`config.mk`:
```
export PLATFORM = sky130hd
export DESIGN_NAME = io_msg_ctl
export DESIGN_NICKNAME = d
export VERILOG_FILES = /design/src/rtl/io_msg_ctl.sv
export SDC_FILE = /design/constraint.sdc
export NUM_CORES = 1
export LEC_CHECK = 0
export ABC_AREA = 1
export BUFFER_PORTS_ARGS = -buffer_cell sky130_fd_sc_hd__buf_2
export CORE_MARGIN = 2
export CORE_UTILIZATION = 45
export CTS_CLUSTER_DIAMETER = 40
export DETAILED_ROUTE_END_ITERATION = 16
export PLACE_DENSITY_LB_ADDON = 0.12
export REMOVE_ABC_BUFFERS = 1
export SLEW_MARGIN = 30
export SYNTH_ARGS = -nofsm -noshare
export SYNTH_HDL_FRONTEND = slang
export SYNTH_SLANG_ARGS = --single-unit
export TNS_END_PERCENT = 30
```
`constraint.sdc`:
```
create_clock -name clk -period 2.2 [get_ports clk]
set_clock_uncertainty 0.05 [all_clocks]
set_input_delay 0.22 -clock clk [delete_from_list [all_inputs] [get_ports clk]]
set_output_delay 0.22 -clock clk [all_outputs]
set_load 0.01 [all_outputs]
```
`src/rtl/io_msg_ctl.sv`:
```
// io_msg_ctl: UART-side traffic controller.
// Three traffic sources share one transmit strobe:
//   - echo: each received character is sent straight back through a
//     one-entry holding register;
//   - periodic message: a loadable MSG_LEN-character memory is sent once
//     per PERIOD cycles;
//   - line echo: received characters are buffered until CR (or a full
//     buffer), then the whole line is sent back, followed by LF when the
//     line ended on CR.
// Ports:
//   clk, rst_n            clock, asynchronous active-low reset
//   mode[1:0]             0 echo, 1 periodic message, 2 line echo, 3 idle
//   din, d_rdy            receiver character and data-ready level
//   tx_rdy                transmitter idle
//   msg_we/addr/wdata     message memory write port
//   ovf_clr               clears the sticky overflow flag
//   dout, tx_en           character to transmit and its one-cycle strobe
//   busy                  message or line transfer in progress
//   ovf                   a received character was dropped
module io_msg_ctl #(
   parameter int DATA_W    = 8,
   parameter int MSG_LEN   = 15,
   parameter int PERIOD    = 100000,
   parameter int BUF_DEPTH = 16,
   localparam int AW       = (MSG_LEN > 1) ? $clog2(MSG_LEN) : 1
) (
   input  logic              clk,
   input  logic              rst_n,
   input  logic [1:0]        mode,
   input  logic [DATA_W-1:0] din,
   input  logic              d_rdy,
   input  logic              tx_rdy,
   input  logic              msg_we,
   input  logic [AW-1:0]     msg_addr,
   input  logic [DATA_W-1:0] msg_wdata,
   input  logic              ovf_clr,
   output logic [DATA_W-1:0] dout,
   output logic              tx_en,
   output logic              busy,
   output logic              ovf
);

   localparam int IW = $clog2(MSG_LEN + 1);   // read index also holds MSG_LEN (done marker)
   localparam int TW = $clog2(PERIOD);
   localparam int BW = $clog2(BUF_DEPTH);
   localparam int CW = BW + 1;
   localparam logic [DATA_W-1:0] CR_C = DATA_W'(8'h0D);
   localparam logic [DATA_W-1:0] LF_C = DATA_W'(8'h0A);

   typedef enum logic [2:0] {
      S_IDLE         = 3'd0,
      S_ECHO         = 3'd1,
      S_MSG_WAIT     = 3'd2,
      S_MSG_SEND     = 3'd3,
      S_LINE_COLLECT = 3'd4,
      S_LINE_SEND    = 3'd5
   } state_t;

   state_t            state_q, state_d;
   logic              d_rdy_q;
   logic              rx_new_q, rx_new_d;
   logic              tx_en_q, tx_en_d;
   logic [DATA_W-1:0] dout_q, dout_d;
   logic              busy_q, busy_d;
   logic              ovf_q, ovf_d;
   logic              hold_full_q, hold_full_d;
   logic [DATA_W-1:0] hold_data_q, hold_data_d;
   logic [TW-1:0]     timer_q, timer_d;
   logic [IW-1:0]     idx_q, idx_d;
   logic [CW-1:0]     cnt_q, cnt_d;
   logic [CW-1:0]     rd_q, rd_d;
   logic              lf_q, lf_d;

   logic              send_ok_s;
   logic              mode_match_s;
   logic              tc_s;
   logic              ovf_set_s;
   logic              buf_we_s;
   logic [CW-1:0]     total_s;
   logic [DATA_W-1:0] msg_rd_s;
   logic [DATA_W-1:0] buf_rd_s;

   logic [DATA_W-1:0] msg_mem  [MSG_LEN];
   logic [DATA_W-1:0] line_buf [BUF_DEPTH];

   // The guard is simply the previous pulse: no strobe two cycles running.
   assign send_ok_s = tx_rdy & ~tx_en_q;
   assign tc_s      = (timer_q == TW'(PERIOD - 1));
   assign total_s   = cnt_q + {{(CW-1){1'b0}}, lf_q};
   assign msg_rd_s  = msg_mem[idx_q[AW-1:0]];
   assign buf_rd_s  = line_buf[rd_q[BW-1:0]];
   assign rx_new_d  = d_rdy & ~d_rdy_q;

   // Message memory write port; contents survive reset, out-of-range writes dropped.
   always_ff @(posedge clk) begin
      if (msg_we && ({1'b0, msg_addr} < (AW+1)'(MSG_LEN))) begin
         msg_mem[msg_addr] <= msg_wdata;
      end
   end

   // Line buffer write port, addressed by the current character count.
   always_ff @(posedge clk) begin
      if (buf_we_s) begin
         line_buf[cnt_q[BW-1:0]] <= din;
      end
   end

   // Next-state, transmit and bookkeeping logic for all modes.
   always_comb begin
      state_d     = state_q;
      tx_en_d     = 1'b0;
      dout_d      = dout_q;
      busy_d      = busy_q;
      hold_full_d = hold_full_q;
      hold_data_d = hold_data_q;
      timer_d     = timer_q;
      idx_d       = idx_q;
      cnt_d       = cnt_q;
      rd_d        = rd_q;
      lf_d        = lf_q;
      ovf_set_s   = 1'b0;
      buf_we_s    = 1'b0;

      case (state_q)
         S_ECHO:                     mode_match_s = (mode == 2'd0);
         S_MSG_WAIT, S_MSG_SEND:     mode_match_s = (mode == 2'd1);
         S_LINE_COLLECT, S_LINE_SEND: mode_match_s = (mode == 2'd2);
         default:                    mode_match_s = 1'b1;
      endcase

      if (!mode_match_s) begin
         // Abandon whatever was in progress; a strobe already issued stands.
         state_d     = S_IDLE;
         hold_full_d = 1'b0;
         cnt_d       = {CW{1'b0}};
         lf_d        = 1'b0;
         timer_d     = {TW{1'b0}};
         busy_d      = 1'b0;
      end else begin
         case (state_q)
            S_IDLE: begin
               case (mode)
                  2'd0:    state_d = S_ECHO;
                  2'd1:    state_d = S_MSG_WAIT;
                  2'd2:    state_d = S_LINE_COLLECT;
                  default: state_d = S_IDLE;
               endcase
            end
            S_ECHO: begin
               if (hold_full_q && send_ok_s) begin
                  tx_en_d     = 1'b1;
                  dout_d      = hold_data_q;
                  hold_full_d = 1'b0;
               end else begin
                  hold_full_d = hold_full_q;
               end
               // A character arriving as the held one leaves is accepted.
               if (rx_new_q) begin
                  if (hold_full_q && !send_ok_s) begin
                     ovf_set_s = 1'b1;
                  end else begin
                     hold_full_d = 1'b1;
                     hold_data_d = din;
                  end
               end else begin
                  hold_data_d = hold_data_q;
               end
            end
            S_MSG_WAIT: begin
               timer_d = tc_s ? {TW{1'b0}} : timer_q + {{(TW-1){1'b0}}, 1'b1};
               if (tc_s) begin
                  state_d = S_MSG_SEND;
                  busy_d  = 1'b1;
                  idx_d   = {IW{1'b0}};
               end else begin
                  state_d = S_MSG_WAIT;
               end
            end
            S_MSG_SEND: begin
               // Timer keeps running; a terminal count seen here is skipped.
               timer_d = tc_s ? {TW{1'b0}} : timer_q + {{(TW-1){1'b0}}, 1'b1};
               if (idx_q == IW'(MSG_LEN)) begin
                  // One cycle after the last strobe.
                  busy_d  = 1'b0;
                  state_d = S_MSG_WAIT;
               end else if (send_ok_s) begin
                  tx_en_d = 1'b1;
                  dout_d  = msg_rd_s;
                  idx_d   = idx_q + {{(IW-1){1'b0}}, 1'b1};
               end else begin
                  idx_d = idx_q;
               end
            end
            S_LINE_COLLECT: begin
               if (rx_new_q) begin
                  buf_we_s = 1'b1;
                  cnt_d    = cnt_q + {{(CW-1){1'b0}}, 1'b1};
                  if ((din == CR_C) || (cnt_q == CW'(BUF_DEPTH - 1))) begin
                     state_d = S_LINE_SEND;
                     busy_d  = 1'b1;
                     rd_d    = {CW{1'b0}};
                     lf_d    = (din == CR_C);
                  end else begin
                     state_d = S_LINE_COLLECT;
                  end
               end else begin
                  state_d = S_LINE_COLLECT;
               end
            end
            S_LINE_SEND: begin
               if (rx_new_q) begin
                  ovf_set_s = 1'b1;
               end else begin
                  ovf_set_s = 1'b0;
               end
               // Stored characters first, then the optional LF as one extra slot.
               if (rd_q == total_s) begin
                  cnt_d   = {CW{1'b0}};
                  lf_d    = 1'b0;
                  busy_d  = 1'b0;
                  state_d = S_LINE_COLLECT;
               end else if (send_ok_s) begin
                  tx_en_d = 1'b1;
                  dout_d  = (rd_q < cnt_q) ? buf_rd_s : LF_C;
                  rd_d    = rd_q + {{(CW-1){1'b0}}, 1'b1};
               end else begin
                  rd_d = rd_q;
               end
            end
            default: begin
               state_d = S_IDLE;
            end
         endcase
      end

      ovf_d = ovf_set_s | (ovf_q & ~ovf_clr);
   end

   // State and output registers.
   always_ff @(posedge clk or negedge rst_n) begin
      if (!rst_n) begin
         state_q     <= S_IDLE;
         d_rdy_q     <= 1'b0;
         rx_new_q    <= 1'b0;
         tx_en_q     <= 1'b0;
         dout_q      <= {DATA_W{1'b0}};
         busy_q      <= 1'b0;
         ovf_q       <= 1'b0;
         hold_full_q <= 1'b0;
         hold_data_q <= {DATA_W{1'b0}};
         timer_q     <= {TW{1'b0}};
         idx_q       <= {IW{1'b0}};
         cnt_q       <= {CW{1'b0}};
         rd_q        <= {CW{1'b0}};
         lf_q        <= 1'b0;
      end else begin
         state_q     <= state_d;
         d_rdy_q     <= d_rdy;
         rx_new_q    <= rx_new_d;
         tx_en_q     <= tx_en_d;
         dout_q      <= dout_d;
         busy_q      <= busy_d;
         ovf_q       <= ovf_d;
         hold_full_q <= hold_full_d;
         hold_data_q <= hold_data_d;
         timer_q     <= timer_d;
         idx_q       <= idx_d;
         cnt_q       <= cnt_d;
         rd_q        <= rd_d;
         lf_q        <= lf_d;
      end
   end

   assign dout  = dout_q;
   assign tx_en = tx_en_q;
   assign busy  = busy_q;
   assign ovf   = ovf_q;

endmodule

```
==> flow_summary.toml <==
[run_status]
status = "finished clean"

[clocking]
cts_inserted_buffers = 43
cts_root_buf = "clkbuf_16"
cts_max_path_buffers = 3
clk_pin_slew_worst_paths_ns = 0.06
clock-sinks = 305
htree_levels = 2
insertion_delay_ns = 0.54
cts_tree = "built"

[routing]
drcViolationCount = 0
vias = 10200
final_antenna_net_count = 0
firstDrtPassIters = 5
wl_per_cell_um = 18.0
drt_wl_total_mm = 35.4
drt_iter0_drc = 889
viasPerCell = 5.20

[critical_path]
cp.required_ns = 2.61
endpoint_kind = "flop"
cp_top_family = "simple AND/OR/NAND/NOR gates"
slowest_stage = "dfrtp_1"
worstSetupStartpointType = "flop"
worstSetupPathType = "reg2reg"
path_buf_inv = 3
path_cells = "buf_4 -> ha_4 -> inv_1 -> nor2_2 -> ha_2 -> o21bai_1 -> nand2_1 -> a21oi_4 -> buf_4 -> nand4_1 -> nand2_1"
reg2reg_depth = 11
reg2reg_from = "cnt_q[0]$_DFFE_PN0P_"
arrival_ns = 2.46
r2r_end = "rd_q[3]$_DFFE_PN0P_"
critical-path-max-stage-delay_ns = 0.35
ff2ff_setup_slack_ns = 0.15
crit_fanout = 7

[yosys]
synthTopCellsByCount = "nand2_1 (423), edfxtp_1 (248), nand3_1 (190), nor2_1 (137), inv_1 (126)"
yosysTopAreaCell = "edfxtp_1"
synth_top_area_frac = 0.528
synth-seq-area-share = 0.629
synth_cell_types = 48
ys_seq_elements = 305
postSynthAreaPerCell_um2 = 9.86
synth_top_cells_by_area = "edfxtp_1 (53%), nand2_1 (11%), dfrtp_1 (10%)"
synth_edf_count = 248
synthFlopType = "edfxtp_1"
post_synth_instance_area_um2 = 14100
synth-async-reset-ratio = 0.187
yosys_warnings = 0
synth_most_common_cell = "nand2_1"
syn_inst = 1432

[timing]
setup_ws_ns = 0.149
setup_violations = 0
hold_viol = 0
period_share = 0.932
maxSlewViolCount = 0
max_slew_margin = 0.581
min_period_ns = 2.05
fmax_ghz = 0.488
tightest_slew_ns = 0.627
whs_ns = 0.0532

[floorplan]
core_area_um2 = 30700
boundaryPins = 39
dieArea_um2 = 32800
die_h_um = 181
rows = 64
initial_core_util = 0.459
die_w_um = 181

[worst_hold_path]
min_to = "msg_mem[1][0]$_DFFE_PP_"
hp-start = "msg_wdata[0]"
whs_path_depth = 1
hold_path_class = "in2reg"

[global_routing]
grt_pass1_vias = 9965
antenna_found_initial = 0
grt_first_pass_wirelength_mm = 55.8
grt_max_degree = 70
grt_usage = 0.220
overflow = 0

[placement]
dp_hpwl_mm = 23.6
place_inst = 1883
post-place-ws_ns = 0.0388
gp_congestion = 0.889
numPortBuffers = 38
placed_area_um2 = 15100

[finish]
fill_cells = 2726
antenna_cells = 0
drive_gt1_frac = 0.155
layout.nets = 1583
layout.cells.non_filler = 1968
final_area_um2 = 16600
syn_to_final_growth_pct = 17.8

[pwr]
power_density_nw_per_um2 = 941
max-vdd-ir-drop_mv = 0.705
leakagePower_nw = 6.87

[job]
maxCapViolCount = 0
[layout make-up]
class	instances	area, um^2	share of cell area
inverters	148	563	0.0339
multi-input cells	926	4410	0.265
repair buffers	115	868	0.0522
flip-flops and latches	305	8880	0.534
clock buffers	53	1130	0.0683
well taps	396	495	0.0298
clock inverters	25	279	0.0168
[flip-flops by register name, summed over array words and instances (netlist names)]
signal and cells:
rx_new_q 1, msg_mem 120, idx_q 4, dout 8, line_buf 128, timer_q 17
hold_data_q 8, busy 1, state_q 3, lf_q 1, rd_q 5, tx_en 1
hold_full_q 1, cnt_q 5, d_rdy_q 1, ovf 1
[through the flow]
| stage | power, mW | setup TNS, ns | utilization |
|---|---|---|---|
| 3_5_place_dp | 8.96 | 0 | 0.491 |
| 4_1_cts | 15.8 | 0 | 0.539 |
| 5_1_grt | 16.3 | -0.00261 | 0.541 |
| 6_report | 15.7 | 0 | 0.541 |
| 3_3_place_gp | 8.93 | 0 | 0.491 |
| 2_1_floorplan | 8.13 | -36.46 | - |
[how the worst max path moves through the flow]
| stage | cells after the start | to | startpoint | slack [ns] |
|---|---|---|---|---|
| after floorplan | 11 | dout[1]$_DFFE_PN0P_ | rd_q[0]$_DFFE_PN0P_ | -0.90 |
| after global placement | 10 | rd_q[0]$_DFFE_PN0P_ | cnt_q[1]$_DFFE_PN0P_ | 0.03 |
| after detailed placement | 11 | rd_q[3]$_DFFE_PN0P_ | cnt_q[0]$_DFFE_PN0P_ | 0.04 |
| after CTS | 11 | rd_q[2]$_DFFE_PN0P_ | cnt_q[0]$_DFFE_PN0P_ | 0.01 |
| after global routing | 13 | dout[1]$_DFFE_PN0P_ | cnt_q[0]$_DFFE_PN0P_ | -0.003 |
| final | 11 | rd_q[3]$_DFFE_PN0P_ | cnt_q[0]$_DFFE_PN0P_ | 0.15 |
[cells in the final DEF, fill, tap and decap left out, types with 4 or more instances in the layout]
cell,n
nor2_4,4
nand2_1,423
nand3_1,190
edfxtp_1,248
ha_1,14
clkinv_4,6
o211ai_1,7
bufinv_16,4
clkinv_1,4
nor2_1,136
nor2_2,5
buf_4,65
clkinv_2,8
buf_2,38
clkbuf_16,44
nand3_2,4
o21ai_1,11
a21oi_1,19
dfrtp_1,55
inv_1,126
nor3_1,13
nand2_2,9
nand3b_1,4
o21ai_0,22
dlygate4sd3_1,5
xor2_1,7
nand4_1,22
buf_12,7
clkbuf_1,9
inv_2,16
[metal layers]
layer  wire length, um  global-route usage  up-vias
met4              1280              0.0904        0
met5                 0                   0        -
li1                  -                   -     5009
met3              1920              0.0359       75
met2             16700               0.354      278
met1             15600               0.297     4870
[cell families (layout without fill, tap and decap cells)]
family	after synthesis	after routing	synth area share
AO/OA/AOI/OAI	70	70	0.0287
XOR/XNOR	8	8	0.00496
adder cells (fa/ha/maj)	16	16	0.0142
buffers and inverters	201	341	0.0616
flip-flops	305	305	0.629
multiplexers	3	3	0.00239
AND/OR/NAND/NOR	829	829	0.259
[power breakdown]
| part | switching (mW) | internal (mW) | total, mW |
|---|---|---|---|
| registers | 0.199 | 6.52 | 6.72 |
| clock network | 2.60 | 4.18 | 6.78 |
| logic | 1.45 | 0.708 | 2.16 |
[timing repair]
action	4_1_cts	5_1_grt
endpoints found under the setup margin	0	7
setup buffers	0	2
endpoints found under the hold margin	59	0
hold buffers	5	0
resized for setup	0	7
Power figures use the tool's default switching activity.
